`src/rtl/hydra_pkg.sv`:
```
// hydra_pkg: shared data width, header field positions and read-side FSM states
package hydra_pkg;
  localparam int DATA_W = 16;
  localparam int LEN_HI = 15;
  localparam int LEN_LO = 7;
  localparam int PRIO_HI = 6;
  localparam int PRIO_LO = 4;
  localparam int DEST_HI = 3;
  localparam int DEST_LO = 0;
  typedef enum logic [1:0] {IDLE, SOP, DATA, EOP} rd_state_t;
endpackage

```
`src/rtl/port_rd_fifo.sv`:
```
// port_rd_fifo: synchronous FIFO of data words tagged with a last-of-packet flag
module port_rd_fifo #(
  parameter int DEPTH = 64,
  parameter int W = 17
) (
  input  logic                     clk,
  input  logic                     rst,
  input  logic                     push,
  input  logic                     pop,
  input  logic [W-1:0]             din,
  output logic [W-1:0]             dout,
  output logic [$clog2(DEPTH):0]   count_next,
  output logic                     full,
  output logic                     empty
);
  localparam int AW = $clog2(DEPTH);
  localparam int CW = AW + 1;
  logic [W-1:0] mem [DEPTH];
  logic [AW-1:0] wr_ptr, rd_ptr;
  logic [CW-1:0] count;
  logic accept;
  assign full = count == CW'(DEPTH);
  assign empty = count == '0;
  // a full buffer still takes a word when the same cycle frees a slot
  assign accept = push && (!full || pop);
  assign count_next = count + CW'(accept) - CW'(pop);
  assign dout = mem[rd_ptr];
  always_ff @(posedge clk) begin
    if (rst) begin
      wr_ptr <= '0;
      rd_ptr <= '0;
      count <= '0;
    end else begin
      if (accept) wr_ptr <= wr_ptr + 1'b1;
      if (pop) rd_ptr <= rd_ptr + 1'b1;
      count <= count_next;
    end
  end
  always_ff @(posedge clk) begin
    if (accept) mem[wr_ptr] <= din;
  end
endmodule

```
`src/rtl/port_rd_frontend.sv`:
```
// port_rd_frontend: buffers backend packet words and replays them as sop/vld/eop under ready
module port_rd_frontend
  import hydra_pkg::*;
#(
  parameter int DEPTH = 64,
  parameter int PAUSE_MARGIN = 4
) (
  input  logic              clk,
  input  logic              rst,
  input  logic              xfer_data_vld,
  input  logic [DATA_W-1:0] xfer_data,
  input  logic              end_of_packet,
  output logic              xfer_pause,
  input  logic              ready,
  output logic              rd_sop,
  output logic              rd_vld,
  output logic [DATA_W-1:0] rd_data,
  output logic              rd_eop,
  output logic              pkt_done,
  output logic              len_err,
  output logic              ovf_err
);
  localparam int CW = $clog2(DEPTH) + 1;
  localparam int LW = LEN_HI - LEN_LO + 1;
  localparam logic [CW-1:0] PAUSE_AT = CW'(DEPTH - PAUSE_MARGIN);
  rd_state_t state;
  logic pop, full, empty, first;
  logic [DATA_W:0] dout;
  logic [CW-1:0] count_next;
  logic [LW-1:0] hdr_len, dcnt, dcnt_inc, cnt_now, len_now;
  assign pop = (state == DATA) && ready && !empty;
  assign dcnt_inc = &dcnt ? dcnt : dcnt + 1'b1;
  // the header pop restarts the count and supplies the expected length itself
  assign cnt_now = first ? '0 : dcnt_inc;
  assign len_now = first ? dout[LEN_HI:LEN_LO] : hdr_len;
  port_rd_fifo #(.DEPTH(DEPTH), .W(DATA_W + 1)) u_fifo (
    .clk(clk),
    .rst(rst),
    .push(xfer_data_vld),
    .pop(pop),
    .din({end_of_packet, xfer_data}),
    .dout(dout),
    .count_next(count_next),
    .full(full),
    .empty(empty)
  );
  always_ff @(posedge clk) begin
    if (rst) begin
      state <= IDLE;
      rd_sop <= 1'b0;
      rd_vld <= 1'b0;
      rd_data <= '0;
      rd_eop <= 1'b0;
      pkt_done <= 1'b0;
      len_err <= 1'b0;
      ovf_err <= 1'b0;
      xfer_pause <= 1'b0;
      first <= 1'b0;
      hdr_len <= '0;
      dcnt <= '0;
    end else begin
      xfer_pause <= count_next >= PAUSE_AT;
      if (xfer_data_vld && full && !pop) ovf_err <= 1'b1;
      rd_sop <= 1'b0;
      rd_eop <= 1'b0;
      pkt_done <= 1'b0;
      rd_vld <= pop;
      case (state)
        IDLE: if (ready && !empty) begin
          state <= SOP;
          rd_sop <= 1'b1;
          first <= 1'b1;
        end
        SOP: state <= DATA;
        DATA: if (pop) begin
          rd_data <= dout[DATA_W-1:0];
          hdr_len <= len_now;
          dcnt <= cnt_now;
          first <= 1'b0;
          if (dout[DATA_W]) begin
            state <= EOP;
            rd_eop <= 1'b1;
            pkt_done <= 1'b1;
            if (cnt_now != len_now) len_err <= 1'b1;
          end
        end
        default: state <= IDLE;
      endcase
    end
  end
endmodule
```
`config.mk`:
```
export PLATFORM = sky130hd
export DESIGN_NAME = port_rd_frontend
export DESIGN_NICKNAME = d
export VERILOG_FILES = /design/src/rtl/hydra_pkg.sv /design/src/rtl/port_rd_fifo.sv /design/src/rtl/port_rd_frontend.sv
export SDC_FILE = /design/constraint.sdc
export NUM_CORES = 1
export LEC_CHECK = 0
export ABC_AREA = 1
export ABC_CLOCK_PERIOD_IN_PS = 4300
export BUFFER_PORTS_ARGS = -buffer_cell sky130_fd_sc_hd__buf_2
export CAP_MARGIN = 10
export CORE_AREA = 5 5 437 439
export CTS_CLUSTER_SIZE = 28
export DETAILED_ROUTE_END_ITERATION = 10
export DIE_AREA = 0 0 442 444
export MAX_ROUTING_LAYER = met4
export PLACE_DENSITY = 0.4
export SKIP_CTS_REPAIR_TIMING = 1
export SYNTH_ARGS = -nofsm -noshare
export SYNTH_HDL_FRONTEND = slang
export SYNTH_SLANG_ARGS = --single-unit
```
`constraint.sdc`:
```
create_clock -name clk -period 4.3 [get_ports clk]
set_clock_uncertainty 0.1 [all_clocks]
set_input_delay 0.645 -clock clk [delete_from_list [all_inputs] [get_ports clk]]
set_output_delay 0.645 -clock clk [all_outputs]
set_load 0.01 [all_outputs]
```
### Word-level counts from Yosys, hierarchy flattened

Memory sizes are Yosys's and may differ from the RTL's. A register that Yosys moved wholly into a read port is not among the register bits.
Cells that the tools add are included.

* flip-flop bits (word level): 62
* bits in latches: 0
* bits in writable memories: 1088
* bits in read-only memories: 0
* bits of input ports: 21
* output and inout bits: 23
* logic and storage cells: 67
* memories kept: 1

Memories
* u_fifo.mem: depth 64, width 17, rd ports 1, clocked after memory_dff 1, wr ports 1, line port_rd_fifo.sv:18 `logic [W-1:0] mem [DEPTH];`

* $add $sub $neg: 5
* $mul: 0
* div/mod/pow operators: 0
* order comparisons: 1
* equal/unequal tests: 7
* shift operators: 0
* mux-type cells: 16
* bitwise operators: 3
* reductions and logical operators: 20

Operators with widths (number)
* $mux 9: 3
* $add 6x1->6 const B: 2
* $mux 6: 2
* $add 9x1->9 const B: 1
* $ne 9x9->1: 1
* $reduce_and 9->1: 1
* $add 7x1->7: 1
* $eq 7x7->1 const B: 1
* $ge 7x6->1 const B: 1
* $logic_not 7->1: 1
* $sub 7x1->7: 1
* $logic_and 1x1->1: 6
* $mux 1: 6
* $mux 2: 3
* $ne 2x2->1 const B: 3
* $pmux 2 s3: 1
* $reduce_and 3->1: 2
* $reduce_and 4->1: 1
* $logic_not 1->1: 3
* $not 1->1: 3
* $reduce_or 3->1: 1
* $eq 2x1->1 const B: 1
* $eq 2x2->1 const B: 1
* $logic_not 2->1: 1
* 5 further kinds: 5

### Longest topological paths before layout

Gate-level depths: netlist (run 1).

* word-level depth: 8
* depth in mapped cells: 24
* mapped depth without buffers: 23

### Modules after synthesis

Synthesis (run 1) repeated with hierarchy kept, for this count alone.

* cell total of the unflattened synthesis: 4140
* area, all modules: 47249.1 sq um

Modules (own cells, without submodules)
* port_rd_fifo: instances 1, cells each 3863, area each 45232.1 sq um, sequential area each 33171.8 sq um
* port_rd_frontend: instances 1, cells each 277, area each 2016.9 sq um, sequential area each 860.8 sq um

### Worst setup path after synthesis (run 1)

Ideal clock, no wire load.

* path type: reg-to-reg
* start: reg u_fifo.count[2]
* end: mem u_fifo.mem[63][0], enable pin
* library setup time: 0.415 ns
* data arrival time: 2.719 ns
* required time: 3.785 ns
* slack: 1.067 ns
* cell stages (with the launch flop): 13
* path buffers: 1
* period minus slack after synthesis: 3.233 ns
* cell sequence: dfxtp_1 > inv_1 > ha_1 > nand3_1 > nor3_1 > nor2_1 > inv_1 > nor2_1 > inv_2 > nand3_1 > nand2_1 > buf_2 > nor3_1

* word-level cells in the longest chain between the ends: 7
* elaborated cells on any way between the ends: 9
* classes of those cells: eq/ne: 1; mux: 2; reduce/logical: 6

Ends and longest elaborated chain
* start: declaration: line port_rd_fifo.sv:20 `logic [CW-1:0] count;`
* start signal: assignment: line port_rd_fifo.sv:36 `count <= count_next;`
* $logic_not 7->1: line port_rd_fifo.sv:23 `assign empty = count == '0;`
* $logic_not 1->1: line port_rd_frontend.sv:31 `assign pop = (state == DATA) && ready && !empty;`
* $logic_and 1x1->1: line port_rd_frontend.sv:31
* via pop: line port_rd_frontend.sv:27 `logic pop, full, empty, first;`
* $logic_or 1x1->1: line port_rd_fifo.sv:25 `assign accept = push && (!full || pop);`
* $logic_and 1x1->1: line port_rd_fifo.sv:25
* $mux 1: line port_rd_fifo.sv:40 `if (accept) mem[wr_ptr] <= din;`
* $mux 1 (implied by the code): line port_rd_fifo.sv:40
* end: declaration: line port_rd_fifo.sv:18

The timed path passes the listed nets, and every way through them passes these cells.

### Worst setup path in the final report (run 1)

* start: reg u_fifo.count[2]
* end: mem u_fifo.mem[19][1], enable pin

The elaborated chain is that of the path after synthesis.

==> flow_metrics.tcl, run 1 <==
set metrics [dict create \
    syn_area_per_cell_sq_um 12.1 \
    critPathMaxFanout 17 \
    combPwrFrac 0.121 \
    yosysWarnings 0 \
    required_ns 4.61 \
    cts-root-buf "clkbuf_16" \
    synth-simple-area-share 0.163 \
    drcViolationCount 0 \
    hold_ws_ns 0.0936 \
    slew_violations 0 \
    drtIter0Drc 2408 \
    die_w_um 442 \
    synth_compound_area_frac 0.0652 \
    grt_pass1_wl_um 220000 \
    finalSetupViolCount 0 \
    cap_violations 0 \
    clk_pin_slew_ns 0.05 \
    sw_frac_of_total 0.267 \
    syn_to_final_growth_pct 17.2 \
    endpoint_kind "flop" \
    finalSetupTns_ns 0 \
    wire_per_inst_um 23.5 \
    worst-setup-path-type "reg -> reg" \
    routabilityCongestion 0.794 \
    wl_met1_um 71100 \
    die_h_um 444 \
    synth_fa_ha_area_frac 0.00448 \
    pwr-share-seq 0.475 \
    layout_common_cells "1088 x edfxtp_1, 813 x nand2_1, 594 x nand3_1" \
    synth_top_family_by_area "simple AND/OR/NAND/NOR gates" \
    max_slew_margin 0.214 \
    routed_wl_um 153000 \
    hold_viol_final 0 \
    ir_worst_vdd_uv 344 \
    fin_crit_sh 0.816 \
    syn_inst 3821 \
    clockBufferDepth 3 \
    synth_ff_type "edfxtp_1" \
    powerDensity_mw_per_mm2 487 \
    fin_cells 6502 \
    post-route-util 0.291 \
    syn_nets 3858 \
    start_util 0.248 \
    layout_commonest_cell "edfxtp_1" \
    grt_pass1_vias 29406 \
    coreArea_sq_mm 0.187 \
    dpl.cell_count 6268 \
    synth-edff-count 1088 \
    hpwl_um 87700 \
    met3_wirelength_um 5830 \
    power_frac_clock 0.404 \
    intPower_mw 19.4 \
    layout_min_cycle_time_ns 3.51 \
    synthDistinctLibCells 36 \
    dr.max_layer_used "met4" \
    cts.sinks 1156 \
    switchingPower_mw 7.07 \
    seq_area_frac_synth 0.733 \
    syn_area_sq_mm 0.0464 \
    num_io_pins 44 \
    grt_setup_unrepaired "false" \
    grt_antenna_before_repair 4 \
    cts_tree "built" \
    io_buffers 43 \
    numCtsBuffers 131 \
    row_count 159 \
    fill_cells 19177 \
    async_reset_ff_frac 0 \
    synthMuxAreaShare 0 \
    ant_nets 0 \
    synth-seq-cells 1156 \
    crit_arrival_ns 3.82 \
    max_freq_ghz 0.285 \
    dr.pass1.iters 5 \
    hold_class "in -> reg" \
    via_count 30220 \
    overflow 0 \
    die-area_sq_mm 0.196 \
    wl_met2_um 72800 \
    ctsHtreeMaxLevel 4 \
    fin_area_sq_mm 0.0544 \
    tightestPinTransition_ns 1.18 \
    viasPerCell 4.65 \
    synth_xor_area_frac 0.00189 \
    placed_area_sq_mm 0.0503 \
    status "completed" \
    worst_skew_pair.late_latency_ns 0.77 \
    critPathLaunchType "flop" \
    total_leakage_power_nw 18.3 \
    grt_max_degree 137 \
    layout-drive-gt1-share 0.113 \
    nets 3943 \
    grt_usage 0.156 \
]
[path summary, 6_finish.rpt]
check / slack (ns) / to / cells past startpoint / startpoint
setup / recovery: 0.79 / u_fifo.mem[19][1]$_DFFE_PP_ / 14 / u_fifo.count[2]$_SDFF_PP0_
hold reg to reg: 0.36 / ovf_err$_SDFFE_PP0P_ / 2 / ovf_err$_SDFFE_PP0P_
hold / removal: 0.09 / ovf_err$_SDFFE_PP0P_ / 3 / xfer_data_vld
setup reg to reg: 0.79 / u_fifo.mem[19][1]$_DFFE_PP_ / 14 / u_fifo.count[2]$_SDFF_PP0_
[flip-flops by register name, indices dropped and copies added (netlist names), named ones only]
name	count
rd_sop	1
hdr_len	9
u_fifo.wr_ptr	6
rd_data	16
rd_vld	1
state	2
u_fifo.mem	1088
len_err	1
dcnt	9
first	1
ovf_err	1
pkt_done	1
u_fifo.count	7
u_fifo.rd_ptr	6
xfer_pause	1
[synthesized netlist by cell type, types with 4 or more instances]
| cell | number | share of area |
|---|---|---|
| edfxtp_1 | 1088 | 0.70 |
| nand2_1 | 813 | 0.066 |
| nand3_1 | 594 | 0.064 |
| nor2_1 | 372 | 0.030 |
| o21ai_0 | 286 | 0.031 |
| buf_2 | 97 | 0.010 |
| clkbuf_1 | 95 | 0.0077 |
| o221ai_1 | 90 | 0.017 |
| inv_1 | 69 | 0.0056 |
| dfxtp_1 | 68 | 0.029 |
| o22ai_1 | 51 | 0.0069 |
| a21oi_1 | 39 | 0.0042 |
| buf_1 | 28 | 0.0023 |
| buf_4 | 23 | 0.0037 |
| o21ai_1 | 18 | 0.0019 |
| ha_1 | 15 | 0.0040 |
| nor3_1 | 11 | 0.0012 |
| a31oi_1 | 8 | 0.0011 |
| xor2_1 | 8 | 0.0015 |
| nand4_1 | 7 | 0.00094 |
| buf_6 | 6 | 0.0015 |
| o211ai_1 | 5 | 0.00081 |
| o31ai_1 | 5 | 0.00081 |
| inv_2 | 4 | 0.00032 |
| nor3b_1 | 4 | 0.00065 |
[layout make-up]
type | count | area (sq um) | share of cell area
Sequential cell | 1156 | 34000 | 0.626
Multi-Input combinational cell | 2340 | 11100 | 0.203
Clock buffer | 173 | 3500 | 0.0644
Tap cell | 2495 | 3120 | 0.0574
Timing Repair Buffer | 201 | 1780 | 0.0327
Clock inverter | 59 | 548 | 0.0101
Inverter | 76 | 305 | 0.00561
Antenna cell | 2 | 5.00 | 0.0000920
[cell families (layout without fill, tap and decap cells)]
logic type,Yosys count,after routing
DFF,1156,1156
AOI/OAI and AO/OA,510,510
other,0,2
xor gates and xnor gates,10,10
buffers and inverters,325,509
adders and majority gates,16,16
and+or+nand+nor,1804,1804
[power groups by stage]
| stage | clock [mW] | sequential (mW) | combinational [mW] |
|---|---|---|---|
| finish | 10.7 | 12.6 | 3.20 |
| global route | 11.5 | 12.6 | 3.55 |
| CTS | 11.0 | 12.6 | 3.25 |
| detailed placement | 0 | 12.8 | 3.24 |
| global placement | 0 | 12.8 | 3.26 |
| floorplan | 0 | 12.8 | 1.99 |
[through the flow]
stage | total power [mW] | setup WS (ns)
after floorplan | 14.8 | 1.07
after global placement | 16.1 | 0.673
after CTS | 26.9 | 0.712
after global routing | 27.6 | 0.541
final | 26.5 | 0.792
after detailed placement | 16.1 | 0.700
[critical path, cell delays in order (launching register included)]
cell	delay (ns)
dfxtp_1	0.33
inv_1	0.06
ha_1	0.19
nand3_1	0.10
nor3_1	0.06
nor2_1	0.17
inv_1	0.06
nor2_1	0.24
inv_2	0.06
nand3_1	0.07
nand2_1	0.16
nor2_2	0.19
nand3_1	0.72
nor2_2	0.29
buf_4	0.33
[layer usage]
layer / up-vias / track usage
li1: 13996 / -
met1: 15316 / 0.211
met2: 742 / 0.249
met3: 166 / 0.0203
met4: 0 / 0.0400
met5: - / -
(Power assumes the default switching activity.)
==> inputs of run 2 (changes only) <==
Settings changed: ABC_CLOCK_PERIOD_IN_PS 4300 to 3300.
Clock period 4.3 ns to 3.3 ns, I/O delays scaled along.
==> run 2 against run 1 <==
Compared with the run above: routed wire length about the same; register-to-register slack got worse by 0.54 ns; core utilization grew 0.44 points; die area is the same; first-iteration DRC count is 2.0% lower; maximum frequency rose by 15%; sequential power grew 29%; global-route usage about the same; hold slack worse by 0.039 ns; highest routed layer unchanged.
==> flow_metrics.tcl, run 2 (synthesized netlist as in run 1, its figures left out) <==
set metrics [dict create \
    grt_pass1_wl_um 221000 \
    ctsHtreeMaxLevel 4 \
    worst_r2r_path_depth 21 \
    cts-root-buf "clkbuf_16" \
    die_w_um 442 \
    tightestPinTransition_ns 0.991 \
    total_leakage_power_nw 18.7 \
    grt_setup_unrepaired "false" \
    critPathMaxFanout 3 \
    min_to "u_fifo.count[1]$_SDFF_PP0_" \
    status "completed" \
    row_count 159 \
    rr_startpoint "u_fifo.count[2]$_SDFF_PP0_" \
    post-route-util 0.295 \
    nets 4013 \
    fill_cells 18955 \
    grt_pass1_vias 29697 \
    max_slew_margin 0.339 \
    clk_pin_slew_ns 0.06 \
    dr.max_layer_used "met4" \
    wl_met1_um 71900 \
    grt_usage 0.157 \
    cap_violations 0 \
    finalSetupViolCount 0 \
    slowest_delay_ns 0.42 \
    ir_worst_vdd_uv 528 \
    r2r_end "xfer_pause$_SDFF_PP0_" \
    min_path_cells 2 \
    dr.pass1.iters 7 \
    ant_nets 0 \
    io_buffers 43 \
    crit_arrival_ns 3.56 \
    numCtsBuffers 131 \
    slew_violations 0 \
    routed_wl_um 153000 \
    worst-setup-path-type "reg -> reg" \
    layout_min_cycle_time_ns 3.05 \
    cts.sinks 1156 \
    layout_commonest_cell "edfxtp_1" \
    wl_met2_um 71800 \
    fin_crit_sh 0.924 \
    die_h_um 444 \
    top_regs "u_fifo.mem: 1088 flops, rd_data: 16 flops" \
    start_util 0.248 \
    met3_wirelength_um 6130 \
    required_ns 3.81 \
    finalSetupTns_ns 0 \
    layout-drive-gt1-share 0.129 \
    critPathLaunchType "flop" \
    clockBufferDepth 3 \
    routabilityCongestion 0.807 \
    critPathMostFrequentCell "nor2_1" \
    grt_antenna_before_repair 9 \
    overflow 0 \
    viasPerCell 4.62 \
    powerDensity_mw_per_mm2 633 \
    wire_per_inst_um 23.3 \
    worst_path_max_delay_cell "fa_1" \
    worst_skew_pair.late_latency_ns 0.77 \
    largest_reg_flops 1088 \
    hold_viol_final 0 \
    critical_path.top_delay_family "adder cells" \
    drcViolationCount 0 \
    r2r_slack_ns 0.25 \
    coreArea_sq_mm 0.187 \
    max_freq_ghz 0.328 \
    critPathBufInv 5 \
    num_io_pins 44 \
    die-area_sq_mm 0.196 \
    crit_chain "inv_1, ha_1, nand3_1, nor3_1, nor2_1, inv_1, nor2_2, ha_1, inv_1, ha_1, inv_1, fa_1, nor2_1, a211oi_1, nor2_1, nor2_1, nor2_1, nor2_1, xor2_1, inv_1, o22ai_1" \
    hold_class "in -> reg" \
    via_count 30334 \
    endpoint_kind "flop" \
    syn_to_final_growth_pct 18.9 \
    min_from "rst" \
    grt_max_degree 136 \
    hpwl_um 90900 \
    cts_tree "built" \
    layout_common_cells "1088 x edfxtp_1, 813 x nand2_1, 594 x nand3_1" \
    regMostFlops "u_fifo.mem" \
    drtIter0Drc 2359 \
]
run 2: cell types whose count changed in the layout (fill, tap and decap cells not counted), sizes merged:
cell         before  now
buf             201  267
bufinv            5    6
clkbuf          173  170
clkinv           48   50
clkinvlp          0    1
diode             2    1
dlygate4sd3       0    4
inv              82   79
run 2: how the worst max path moves through the flow:
stage / cells after the start / startpoint / to
detailed placement: 21 / u_fifo.count[2]$_SDFF_PP0_ / xfer_pause$_SDFF_PP0_
finish: 21 / u_fifo.count[2]$_SDFF_PP0_ / xfer_pause$_SDFF_PP0_
global placement: 21 / u_fifo.count[2]$_SDFF_PP0_ / xfer_pause$_SDFF_PP0_
CTS: 21 / u_fifo.count[2]$_SDFF_PP0_ / xfer_pause$_SDFF_PP0_
global route: 21 / u_fifo.count[2]$_SDFF_PP0_ / xfer_pause$_SDFF_PP0_
floorplan: 12 / u_fifo.count[2]$_SDFF_PP0_ / u_fifo.mem[63][0]$_DFFE_PP_
run 2: report_power, final:
part           internal (mW)  switching, mW
Sequential              16.2          0.113
Combinational           1.29           3.13
Clock                   8.16           5.97
run 2: metrics by stage:
step / instance area [sq um] / worst slack [ns] / instances / hold WS (ns) / total power, mW
after floorplan: 46400 / 0.0666 / 3821 / 0.326 / 19.2
after global placement: 51000 / 0.0490 / 6334 / 0.338 / 21.2
after detailed placement: 51000 / 0.192 / 6334 / 0.344 / 21.1
after CTS: 55100 / 0.180 / 6564 / -0.207 / 35.4
after global routing: 55200 / 0.00162 / 6568 / 0.0598 / 36.4
final: 55200 / 0.252 / 6569 / 0.0542 / 34.9
run 2: worst register-to-register path: cells and delay by family, from the launching register on:
family	cells	cell delay (ns)
adders and majority gates	4	1.02
and+or+nand+nor	9	0.87
DFF	1	0.33
buffers and inverters	5	0.33
xor gates and xnor gates	1	0.13
AOI/OAI and AO/OA	2	0.12
run 2: routing by layer:
metal  GRT usage  vias up
met4      0.0381        0
met5           -        -
li1            -    14131
met2       0.248      650
met1       0.215    15378
met3      0.0205      175
run 2: final cells by class:
type	instances	area (sq um)	area share
clock buffers	170	3600	0.0652
flip-flops and latches	1156	34000	0.617
multi-input cells	2340	11100	0.201
well taps	2495	3120	0.0566
repair buffers	271	2540	0.0460
clock inverters	60	509	0.00923
diodes	1	2.50	0.0000453
inverters	76	305	0.00553
==> inputs of run 3 (changes only) <==
Settings changed: CELL_PAD_IN_SITES_DETAIL_PLACEMENT from default to 0, CELL_PAD_IN_SITES_GLOBAL_PLACEMENT from default to 1, PLACE_DENSITY 0.4 to 0.46, SLEW_MARGIN from default to 5.
==> run 3 against run 2 <==
Compared with the run above: final cell count is essentially flat; die area is the same; maximum frequency grew 2.5%; critical path type unchanged; first-iteration DRC count grew 6.2%; clock power is essentially flat; core utilization grew 0.21 points; clock-buffer cell count grew 8.
==> flow_metrics.tcl, run 3 (synthesized netlist as in run 1, its figures left out) <==
set metrics [dict create \
    status "completed" \
    wire_per_inst_um 23.7 \
    slew_violations 0 \
    drtIter0Drc 2506 \
    numCtsBuffers 139 \
    routabilityCongestion 0.769 \
    min_path_cells 1 \
    required_ns 3.83 \
    start_util 0.248 \
    layout_commonest_cell "edfxtp_1" \
    die-area_sq_mm 0.196 \
    grt_pass1_vias 29704 \
    row_count 159 \
    clk_pin_slew_ns 0.06 \
    worst_r2r_path_depth 21 \
    fin_area_sq_mm 0.0556 \
    max_freq_ghz 0.336 \
    die_w_um 442 \
    dp_slack_ns 0.133 \
    grt_pass1_wl_um 222000 \
    hpwl_um 90600 \
    drcViolationCount 0 \
    via_count 30220 \
    syn_to_final_growth_pct 19.8 \
    critPathMaxFanout 3 \
    layout-drive-gt1-share 0.127 \
    ant_nets 0 \
    regMostFlops "u_fifo.mem" \
    cap_violations 0 \
    hold_class "in -> reg" \
    worst_skew_pair.late_latency_ns 0.76 \
    wl_met1_um 72300 \
    tightestPinTransition_ns 1.07 \
    io_buffers 43 \
    grt_max_degree 121 \
    worst-setup-path-type "reg -> reg" \
    max_slew_margin 0.285 \
    layout_min_cycle_time_ns 2.97 \
    layout_common_cells "1088 x edfxtp_1, 813 x nand2_1, 594 x nand3_1" \
    cts.sinks 1156 \
    cts-root-buf "clkbuf_16" \
    routed_wl_um 155000 \
    ir_worst_vdd_uv 525 \
    die_h_um 444 \
    grt_usage 0.159 \
    p_total_mw 35.1 \
    fin_ws_ns 0.325 \
    dr.max_layer_used "met4" \
    grt_antenna_before_repair 6 \
    powerDensity_mw_per_mm2 632 \
    total_leakage_power_nw 18.7 \
    nets 4005 \
    crit_arrival_ns 3.51 \
    coreArea_sq_mm 0.187 \
    endpoint_kind "flop" \
    largest_reg_flops 1088 \
    finalSetupTns_ns 0 \
    top_regs "u_fifo.mem: 1088 flops, rd_data: 16 flops" \
    met3_wirelength_um 7420 \
    placed_area_sq_mm 0.0513 \
    dr.pass1.iters 5 \
    hold_viol_final 0 \
    fill_cells 19026 \
    finalSetupViolCount 0 \
    viasPerCell 4.60 \
    fin_crit_sh 0.901 \
    num_io_pins 44 \
    overflow 0 \
    wl_met2_um 72700 \
    cts_tree "built" \
    grt_setup_unrepaired "false" \
    ctsHtreeMaxLevel 4 \
    clockBufferDepth 3 \
    critPathLaunchType "flop" \
    hold_ws_ns 0.168 \
]
[run 3: power breakdown]
part	switching, mW	internal, mW	leakage [nW]
registers	0.115	16.2	10.3
clock network	6.14	8.26	2.06
logic	3.08	1.29	6.33
[run 3: critical path, stage by stage, from the launching register on]
cell,delay (ns)
dfxtp_1,0.33
inv_1,0.06
ha_1,0.17
nand3_1,0.10
nor3_1,0.05
nor2_1,0.14
inv_1,0.08
nor2_4,0.14
ha_1,0.24
inv_1,0.06
ha_1,0.16
inv_1,0.07
fa_2,0.36
nor2_1,0.10
a211oi_1,0.07
nor2_1,0.15
nor2_1,0.06
nor2_1,0.08
nor2_1,0.05
xor2_1,0.14
inv_1,0.09
o22ai_2,0.06
[run 3: per-stage QoR]
| step | cells | util |
|---|---|---|
| finish | 6571 | 0.297 |
| global route | 6569 | 0.297 |
| CTS | 6563 | 0.297 |
| detailed placement | 6317 | 0.274 |
| global placement | 6317 | 0.274 |
| floorplan | 3821 | - |
[run 3: worst paths after layout]
path                              start                      endpoint  slack [ns]
max          u_fifo.count[3]$_SDFF_PP0_         xfer_pause$_SDFF_PP0_        0.33
min                       xfer_data[10]  u_fifo.mem[41][10]$_DFFE_PP_        0.17
max reg2reg  u_fifo.count[3]$_SDFF_PP0_         xfer_pause$_SDFF_PP0_        0.33
min reg2reg        ovf_err$_SDFFE_PP0P_          ovf_err$_SDFFE_PP0P_        0.35
[run 3: area by class of cell]
cell class	instances	area, sq um	share of cell area
diodes	3	7.51	0.000135
well taps	2495	3120	0.0562
flip-flops and latches	1156	34100	0.613
repair buffers	255	2780	0.0500
multi-input cells	2340	11100	0.199
inverters	76	307	0.00552
clock inverters	68	559	0.0101
clock buffers	178	3670	0.0660
[run 3: layer usage]
metal	up-vias	GRT usage
met5	-	-
met4	0	0.0385
met3	145	0.0240
met2	645	0.250
met1	15301	0.217
li1	14129	-
